`config.mk`:
```
export PLATFORM = sky130hd
export DESIGN_NAME = seven_seg_reader_flat
export DESIGN_NICKNAME = d
export VERILOG_FILES = /design/src/rtl/seven_seg_pkg.sv /design/src/rtl/seven_seg_reader_if.sv /design/src/rtl/seg7_pattern_decode.sv /design/src/rtl/seven_seg_reader.sv /design/src/flat_wrapper.sv
export SDC_FILE = /design/constraint.sdc
export NUM_CORES = 1
export LEC_CHECK = 0
export ABC_AREA = 0
export CORE_MARGIN = 2
export CORE_UTILIZATION = 63
export DETAILED_ROUTE_END_ITERATION = 6
export DONT_BUFFER_PORTS = 1
export PLACE_DENSITY = 0.84
export SKIP_CTS_REPAIR_TIMING = 1
export SLEW_MARGIN = 20
export SYNTH_ARGS = -nofsm -noshare
export SYNTH_HDL_FRONTEND = slang
export SYNTH_SLANG_ARGS = --single-unit
```
`constraint.sdc`:
```
create_clock -name CLOCK_50 -period 2.5 [get_ports CLOCK_50]
set_input_delay 0.5 -clock CLOCK_50 [delete_from_list [all_inputs] [get_ports CLOCK_50]]
set_output_delay 0.5 -clock CLOCK_50 [all_outputs]
set_load 0.03 [all_outputs]
```
`src/rtl/seven_seg_pkg.sv`:
```
// seven_seg_pkg: shared segment code table, digit count, FSM encodings and digit-select helpers
package seven_seg_pkg;
  localparam int NUM_DIGITS = 4;
  localparam logic [7:0] BLANK = 8'hFF;
  localparam logic [15:0][7:0] SEG_TABLE = {
    8'h8E, 8'h86, 8'hA1, 8'hC6, 8'h83, 8'h88, 8'h90, 8'h80,
    8'hF8, 8'h82, 8'h92, 8'h99, 8'hB0, 8'hA4, 8'hF9, 8'hC0
  };
  localparam logic [1:0] ST_WAIT_SEL = 2'd0;
  localparam logic [1:0] ST_SETTLE   = 2'd1;
  localparam logic [1:0] ST_HOLD     = 2'd2;
  function automatic logic sel_valid(input logic [3:0] sel);
    logic [3:0] a;
    a = ~sel;
    return (a != 4'd0) && ((a & (a - 4'd1)) == 4'd0);
  endfunction
  function automatic logic [1:0] sel_idx(input logic [3:0] sel);
    logic [1:0] idx;
    idx = '0;
    for (int i = 0; i < NUM_DIGITS; i++) if (!sel[i]) idx = 2'(i);
    return idx;
  endfunction
endpackage

```
`src/rtl/seven_seg_reader_if.sv`:
```
// seven_seg_reader_if: display-side bus and frame outputs; dp exists only with SEVEN_SEG_READER_DP_EN
interface seven_seg_reader_if;
  logic [7:0]  seg_in;
  logic [3:0]  dig_sel;
  logic [15:0] value;
  logic        frame_valid;
  logic [3:0]  blank;
  logic        err;
`ifdef SEVEN_SEG_READER_DP_EN
  logic [3:0]  dp;
  modport master (output seg_in, dig_sel, input value, frame_valid, blank, err, dp);
  modport slave  (input seg_in, dig_sel, output value, frame_valid, blank, err, dp);
`else
  modport master (output seg_in, dig_sel, input value, frame_valid, blank, err);
  modport slave  (input seg_in, dig_sel, output value, frame_valid, blank, err);
`endif
endinterface

```
`src/rtl/seg7_pattern_decode.sv`:
```
// seg7_pattern_decode: active-low segment pattern to nibble; bit7 ignored under SEVEN_SEG_READER_DP_EN
module seg7_pattern_decode
  import seven_seg_pkg::*;
(
  input  logic [7:0] i_pat,
  output logic [3:0] o_nibble,
  output logic       o_hit,
  output logic       o_is_blank
);
`ifdef SEVEN_SEG_READER_DP_EN
  localparam logic [7:0] CMP_MASK = 8'h7F;
`else
  localparam logic [7:0] CMP_MASK = 8'hFF;
`endif
  logic w_blank;
  assign w_blank = (i_pat | ~CMP_MASK) == BLANK;
  assign o_is_blank = w_blank;
  always_comb begin
    o_nibble = '0;
    o_hit = w_blank;
    for (int i = 0; i < 16; i++)
      if ((i_pat & CMP_MASK) == (SEG_TABLE[i] & CMP_MASK)) begin
        o_nibble = 4'(i);
        o_hit = 1'b1;
      end
  end
endmodule

```
`src/rtl/seven_seg_reader.sv`:
```
// seven_seg_reader: captures a multiplexed 4-digit 7-seg display into 16-bit frames; SEVEN_SEG_READER_DP_EN adds dp
module seven_seg_reader
  import seven_seg_pkg::*;
#(
  parameter int SETTLE_CYC = 4
) (
  input  logic       CLOCK_50,
  input  logic [0:0] SW,
  seven_seg_reader_if.slave bus
);
  logic        w_rst;
  logic [7:0]  r_seg_s1, r_seg_s2, r_seg_q;
  logic [3:0]  r_sel_s1, r_sel_s2, r_sel_q;
  logic [1:0]  r_state, w_state_nx;
  logic [7:0]  r_count, w_count_nx;
  logic [3:0]  r_mask, r_sh_blank, r_blank;
  logic [15:0] r_shadow, r_value;
  logic        r_fv, r_err;
  logic [3:0]  w_nibble;
  logic        w_hit, w_is_blank, w_valid, w_change, w_capture, w_frame;
  logic [1:0]  w_idx;
  assign w_rst = SW[0];
  seg7_pattern_decode u_dec (
    .i_pat      (r_seg_s2),
    .o_nibble   (w_nibble),
    .o_hit      (w_hit),
    .o_is_blank (w_is_blank)
  );
  assign w_valid   = sel_valid(r_sel_s2);
  assign w_idx     = sel_idx(r_sel_s2);
  assign w_change  = (r_seg_s2 != r_seg_q) || (r_sel_s2 != r_sel_q);
  assign w_capture = (r_state == ST_SETTLE) && w_valid && !w_change && (r_count == 8'(SETTLE_CYC - 1));
  assign w_frame   = r_mask == 4'hF;
  always_comb begin
    w_state_nx = r_state;
    w_count_nx = r_count;
    if (!w_valid || r_state == ST_WAIT_SEL || w_change) begin
      w_state_nx = w_valid ? ST_SETTLE : ST_WAIT_SEL;
      w_count_nx = '0;
    end else if (r_state == ST_SETTLE) begin
      w_state_nx = w_capture ? ST_HOLD : ST_SETTLE;
      w_count_nx = w_capture ? r_count : r_count + 8'd1;
    end
  end
  always_ff @(posedge CLOCK_50) begin
    if (w_rst) begin
      r_seg_s1   <= '1;
      r_seg_s2   <= '1;
      r_seg_q    <= '1;
      r_sel_s1   <= '1;
      r_sel_s2   <= '1;
      r_sel_q    <= '1;
      r_state    <= ST_WAIT_SEL;
      r_count    <= '0;
      r_mask     <= '0;
      r_shadow   <= '0;
      r_sh_blank <= '0;
      r_value    <= '0;
      r_blank    <= '0;
      r_fv       <= 1'b0;
      r_err      <= 1'b0;
    end else begin
      r_seg_s1 <= bus.seg_in;
      r_seg_s2 <= r_seg_s1;
      r_seg_q  <= r_seg_s2;
      r_sel_s1 <= bus.dig_sel;
      r_sel_s2 <= r_sel_s1;
      r_sel_q  <= r_sel_s2;
      r_state  <= w_state_nx;
      r_count  <= w_count_nx;
      // a recaptured digit just overwrites its shadow slot; the mask bit is idempotent
      r_mask   <= (w_frame ? 4'h0 : r_mask) | (w_capture && w_hit ? 4'b1 << w_idx : 4'h0);
      if (w_capture && w_hit) begin
        r_shadow[4*w_idx +: 4] <= w_nibble;
        r_sh_blank[w_idx]      <= w_is_blank;
      end
      if (w_capture && !w_hit) r_err <= 1'b1;
      r_fv <= w_frame;
      if (w_frame) begin
        r_value <= r_shadow;
        r_blank <= r_sh_blank;
      end
    end
  end
  assign bus.value       = r_value;
  assign bus.blank       = r_blank;
  assign bus.frame_valid = r_fv;
  assign bus.err         = r_err;
`ifdef SEVEN_SEG_READER_DP_EN
  logic [3:0] r_sh_dp, r_dp;
  always_ff @(posedge CLOCK_50) begin
    if (w_rst) begin
      r_sh_dp <= '0;
      r_dp    <= '0;
    end else begin
      if (w_capture && w_hit) r_sh_dp[w_idx] <= ~r_seg_s2[7];
      if (w_frame) r_dp <= r_sh_dp;
    end
  end
  assign bus.dp = r_dp;
`endif
endmodule

```
`src/flat_wrapper.sv`:
```
// flat-port wrapper written by rule: the top's interface ports become plain ports
module seven_seg_reader_flat import seven_seg_pkg::*;
#(
  parameter int SETTLE_CYC = 4
)
  (CLOCK_50, SW, bus_seg_in, bus_dig_sel, bus_value, bus_frame_valid, bus_blank, bus_err);
  seven_seg_reader_if bus_i ();
  input  logic CLOCK_50;
  input  logic [0:0] SW;
  input wire logic [$bits(bus_i.seg_in)-1:0] bus_seg_in;
  input wire logic [$bits(bus_i.dig_sel)-1:0] bus_dig_sel;
  output wire logic [$bits(bus_i.value)-1:0] bus_value;
  output wire logic [$bits(bus_i.frame_valid)-1:0] bus_frame_valid;
  output wire logic [$bits(bus_i.blank)-1:0] bus_blank;
  output wire logic [$bits(bus_i.err)-1:0] bus_err;
  assign bus_i.seg_in = bus_seg_in;
  assign bus_i.dig_sel = bus_dig_sel;
  assign bus_value = bus_i.value;
  assign bus_frame_valid = bus_i.frame_valid;
  assign bus_blank = bus_i.blank;
  assign bus_err = bus_i.err;
  seven_seg_reader #(.SETTLE_CYC(SETTLE_CYC)) u_core (.CLOCK_50(CLOCK_50), .SW(SW), .bus(bus_i));
endmodule
```
==> results of run 1 <==
[worst max path at each step]
stage                        from                  end  slack [ps]  depth (start not counted)
2_1_floorplan  u_core.r_sel_s2[3]  u_core.r_shadow[10]         530                          7
3_3_place_gp   u_core.r_seg_s2[3]   u_core.r_shadow[5]         300                          7
3_5_place_dp   u_core.r_seg_s2[3]   u_core.r_shadow[6]         190                          7
4_1_cts        u_core.r_seg_s2[3]   u_core.r_shadow[6]         130                          7
5_1_grt        u_core.r_sel_s2[3]   u_core.r_shadow[6]           4                          7
6_report       u_core.r_sel_s2[3]  u_core.r_shadow[10]         170                          7
[through the flow]
step / util (%) / instance area, um2
finish: 68.3 / 4290
global route: 68.3 / 4290
CTS: 68.3 / 4290
detailed placement: 64.8 / 4070
global placement: 64.8 / 4070
floorplan: - / 4040
[sequential cells by signal, indices dropped and copies added, names as in the netlist, 8 cells and up]
register,flops
u_core.r_count,8
u_core.r_seg_q,8
u_core.r_shadow,16
u_core.r_seg_s1,8
u_core.bus.value,16
u_core.r_seg_s2,8
[cell usage after synthesis (all sizes together), types with 4 or more instances]
library cell	count	share of area [%]
a21o	4	0.74
a21oi	29	3.6
a22oi	4	0.74
buf	11	1.8
clkbuf	15	1.4
dfxtp	92	46
ha	9	2.8
inv	6	0.56
mux2i	20	5.0
nand2	69	6.4
nand2b	26	4.0
nand3	15	3.6
nand4	5	0.77
nor2	15	1.4
nor3	8	1.1
nor4	5	1.1
or2	36	5.6
or3b	5	1.1
xor2	15	3.3
[critical path, stage by stage (launching register included)]
cell and delay [ps]:
dfxtp_1 440, o21a_1 290, inv_1 170, ha_1 360, or3b_2 470, nor2_1 280, nand2b_1 110, mux2i_1 140
[final cells by class]
cell class	count	area share (%)
clock buffer	10	3.21
clock inverter	5	1.98
inverter	6	0.525
multi-input combinational	313	47.7
sequential	92	43.0
tap	77	2.25
timing repair buffer	8	1.40
[per-layer routing]
metal | part of all wire, % | track usage (%)
met1 | 47 | 26.7
met2 | 47 | 35.8
met3 | 3.8 | 6.92
met4 | 2.0 | 9.82
met5 | 0 | 0
[kinds of logic after synthesis]
family / share of synthesized area, %
flops: 45.6
simple gates: 30.4
fa+ha+maj: 2.79
buf+inv: 3.78
compound gates: 8.80
xor+xnor: 3.47
mux: 5.23
[power by group]
part	switching [mW]	leakage, nW	internal, mW
combinational	0.0690	0.739	0.0632
sequential	0.0252	0.748	1.49
clock	0.527	0.109	0.590
total	0.621	1.60	2.14
==> metrics, run 1 <==
EDFF count, synth 0; Worst R2R Start u_core.r_sel_s2[3]; critical path type flop to flop; fin worst setup slack 169 ps; Place WS 189 ps; Final ANT Viol Nets 0; Fin Setup TNS 0 ps; achievable frequency 429 MHz; starting density of the core 64.4%; Min-Delay Endpoint u_core.bus.value[12]; R2R Setup Slk 170 ps; area of the multi-input gates 2050 um2; hold_sp SW; Crit path required time 2800 ps; commonest non-fill, non-tap cell in the layout dfxtp_1; R2R Path End u_core.r_shadow[10]; CP endpoint kind flop; Final period util 93.2%; # port buffers 0; Final Wtd Congestion 0.852; antenna cells 0; fillers 504; Peak supply drop 0.546 mV; WL/cell 14.7 um; Avg Vias per Cell 5.72; Final setup viols 0; sequential area share after synthesis 45.6%; clock slew at reported path FFs 90 ps; HP Class primary input to flop; Reg2Reg Depth 7; WHS Path Cells 1; Post-Syn Instances 437; register area 1840 um2; status complete, no violations; vias in the first global route 2,805; # rows 29; worst-margin pin slew 661 ps; Root Driver clkbuf_8; Initial DRC Count 120; initial antenna violation count 0; total wire length 7510 um; number of distinct library cells after synthesis 57; core area 6280 um2; DRC Markers 0; GR Overflow Total 0; Period minus WS final 2330 ps; Power Density 644 nW/um2; Static Leak 1.60 nW; syn_nets 460; worst-case clock buffer depth 2; GRT Overall Usage 22.0%; endpoints failing hold 0; detailed-placement wirelength estimate 5000 um; Slew HR 55.9%; Num Clock Sinks 92; largest fanout on the critical path 7; clock buffer count from CTS 9; chip height 84.1 um; Post-Syn Area 4040 um2; clk_lat worst skew 370 ps; Cells after DPL 496; Final Max Slew Viols 0; RSZ-0062 raised after global routing no; layout cells sized above 1 17.5%; pin count of the biggest net entering global routing 89; critical path arrival 2630 ps; most frequent cells in the layout dfxtp_1, nand2_1, or2_2, a21oi_1, nand2b_1; I/O pins 36; Yosys warning count 0; Async SR Flop Fraction 0%; Syn Area/Cell 9.25 um2; clk_skew 11.8 ps; die area 7070 um2; Pre-antenna DRT Iters 4; hold_ws 187 ps; NumNets Final 453; number of max-cap violations 0; post-route insts no fill 511; top_reg_cell synth dfxtp_1; Yosys reg bits 92; CTS tree done; first-pass GRT wire length 12,500 um; Power Total 2.76 mW; Vias 2,925; Die W 84.1 um; area added between synthesis and finish 6.19%; critical path startpoint category flop; H-tree depth 3
No activity file was read; power rests on OpenSTA's default activity.
==> inputs of run 2 (changes only) <==
--- a/config.mk
+++ b/config.mk
@@ -7,9 +7,11 @@
 export LEC_CHECK = 0
 export ABC_AREA = 0
+export CELL_PAD_IN_SITES_DETAIL_PLACEMENT = 1
+export CELL_PAD_IN_SITES_GLOBAL_PLACEMENT = 1
 export CORE_MARGIN = 2
-export CORE_UTILIZATION = 63
+export CORE_UTILIZATION = 48
 export DETAILED_ROUTE_END_ITERATION = 6
 export DONT_BUFFER_PORTS = 1
-export PLACE_DENSITY = 0.84
+export PLACE_DENSITY = 0.83
 export SKIP_CTS_REPAIR_TIMING = 1
 export SLEW_MARGIN = 20
==> constraint.sdc (replaced) <==
create_clock -name CLOCK_50 -period 2.5 [get_ports CLOCK_50]
set_input_delay 0.25 -clock CLOCK_50 [delete_from_list [all_inputs] [get_ports CLOCK_50]]
set_output_delay 0.25 -clock CLOCK_50 [all_outputs]
set_load 0.03 [all_outputs]
==> metrics, run 2 (same netlist as run 1, synthesis figures left out) <==
register area 1850 um2 (was 1840 um2); clk_lat worst skew 360 ps (was 370 ps); antenna cells 0 (unchanged); fillers 959 (was 504); total wire length 9190 um (was 7510 um); clock slew at reported path FFs 100 ps (was 90 ps); RSZ-0062 raised after global routing no (unchanged); vias in the first global route 3,037 (was 2,805); die area 9170 um2 (was 7070 um2); first-pass GRT wire length 14,500 um (was 12,500 um); Period minus WS final 2320 ps (was 2330 ps); hold_ws 76.9 ps (was 187 ps); area of the multi-input gates 2050 um2 (about the same); # rows 33 (was 29); chip height 95.7 um (was 84.1 um); Slew HR 49.0% (was 55.9%); critical path startpoint category flop (unchanged); Root Driver clkbuf_8 (unchanged); Fin Setup TNS 0 ps (unchanged); NumNets Final 469 (was 453); GRT Overall Usage 20.5% (was 22.0%); worst-case clock buffer depth 2 (unchanged); clock buffer count from CTS 9 (unchanged); critical path type flop to flop (unchanged); Final ANT Viol Nets 0 (unchanged); hold_sp SW (unchanged); HP Class primary input to flop (unchanged); status complete, no violations (unchanged); critical path arrival 2610 ps (was 2630 ps); WHS Path Cells 2 (was 1); Crit path required time 2790 ps (was 2800 ps); I/O pins 36 (unchanged); Cells after DPL 526 (was 496); Pre-antenna DRT Iters 4 (unchanged); largest fanout on the critical path 12 (was 7); Power Total 2.71 mW (was 2.76 mW); Final Max Slew Viols 0 (unchanged); CTS tree done (unchanged); initial antenna violation count 0 (unchanged); detailed-placement wirelength estimate 5880 um (was 5000 um); commonest non-fill, non-tap cell in the layout dfxtp_1 (unchanged); worst-margin pin slew 766 ps (was 661 ps); Worst R2R Start u_core.r_seg_s2[6] (was u_core.r_sel_s2[3]); Static Leak 1.67 nW (was 1.60 nW); Final Wtd Congestion 0.820 (was 0.852); max incr delay on CP 590 ps (was 470 ps); Peak supply drop 0.402 mV (was 0.546 mV); Power Density 604 nW/um2 (was 644 nW/um2); post-route insts no fill 556 (was 511); R2R Path End u_core.r_count[2] (was u_core.r_shadow[10]); GR Overflow Total 0 (unchanged); R2R Setup Slk 180 ps (was 170 ps); DRC Markers 0 (unchanged); Final period util 92.9% (was 93.2%); Most Crowded Layer GR met2 (unchanged); routing usage on met3 4.54% (was 6.92%); sequence of cells on the critical path xor2_1, nor4_1, nand3_1, o31ai_1, mux2_2, a21oi_1 (was o21a_1, inv_1, ha_1, or3b_2, nor2_1, nand2b_1, mux2i_1); number of max-cap violations 0 (unchanged); Initial DRC Count 89 (was 120); M1 GR Usage 25.1% (was 26.7%); core area 8180 um2 (was 6280 um2); worst path bufs/invs 0 (was 1); area added between synthesis and finish 11.1% (was 6.19%); pin count of the biggest net entering global routing 89 (unchanged); starting density of the core 49.4% (was 64.4%); DP Area 4130 um2 (was 4070 um2); Avg Vias per Cell 5.47 (was 5.72); CP endpoint kind flop (unchanged); CP top delay family simple AND/OR/NAND/NOR gates (unchanged); post-route design area 4490 um2 (was 4290 um2); Reg2Reg Depth 6 (was 7); achievable frequency 431 MHz (was 429 MHz); met2 usage 35.6% (was 35.8%); Num Clock Sinks 92 (unchanged); # port buffers 0 (unchanged); most frequent cells in the layout dfxtp_1, nand2_1, or2_2, a21oi_1, nand2b_1 (unchanged); Vias 3,039 (was 2,925); Min-Delay Endpoint u_core.r_shadow[9] (was u_core.bus.value[12]); endpoints failing hold 0 (unchanged); layout cells sized above 1 18.6% (was 17.5%); WL/cell 16.5 um (was 14.7 um); H-tree depth 3 (unchanged); Die W 95.7 um (was 84.1 um); crit path max-delay cell type dfxtp_1 (was or3b_2); clk_skew 11.0 ps (was 11.8 ps); Final setup viols 0 (unchanged)
run 2: changes by cell type in the layout (fill, tap and decap cells not counted), moves of 2 or more:
cell and change:
buf_12 +2, clkinv_2 +2, dfxtp_1 -2, dfxtp_2 +2, dlygate4sd3_1 +13, inv_6 +2
run 2: power breakdown:
| group | switching (mW) | total, mW | internal [mW] |
|---|---|---|---|
| clock | 0.549 | 1.03 | 0.476 |
| sequential | 0.0234 | 1.51 | 1.49 |
| combinational | 0.0929 | 0.175 | 0.0820 |
run 2: metrics by stage:
stage	setup WS [ps]	util [%]
floorplan	531	-
finish	178	54.9
global placement	284	50.5
CTS	141	53.0
detailed placement	185	50.5
global route	5.40	54.9
run 2: layout make-up:
cell class,count,share of cell area [%]
inverter,6,0.502
clock buffer,9,2.76
timing repair buffer,24,5.30
tap,105,2.93
multi-input combinational,313,45.7
sequential,92,41.1
clock inverter,7,1.73
run 2: worst max path at each step:
stage | start | end | slack [ps] | depth (start not counted)
finish | u_core.r_seg_s2[6] | u_core.r_count[2] | 180 | 6
floorplan | u_core.r_sel_s2[3] | u_core.r_shadow[10] | 530 | 7
detailed placement | u_core.r_seg_s2[7] | u_core.r_count[2] | 180 | 6
global placement | u_core.r_seg_s2[7] | u_core.r_count[6] | 280 | 5
global route | u_core.r_sel_s2[2] | u_core.r_shadow[7] | 5 | 8
CTS | u_core.r_seg_s2[7] | u_core.r_count[2] | 140 | 6
run 2: layer usage:
layer | share of wire (%) | vias to the layer above
li1 | - | 1504
met1 | 46 | 1498
met2 | 50 | 31
met3 | 2.3 | 6
met4 | 0.96 | 0
met5 | 0 | -
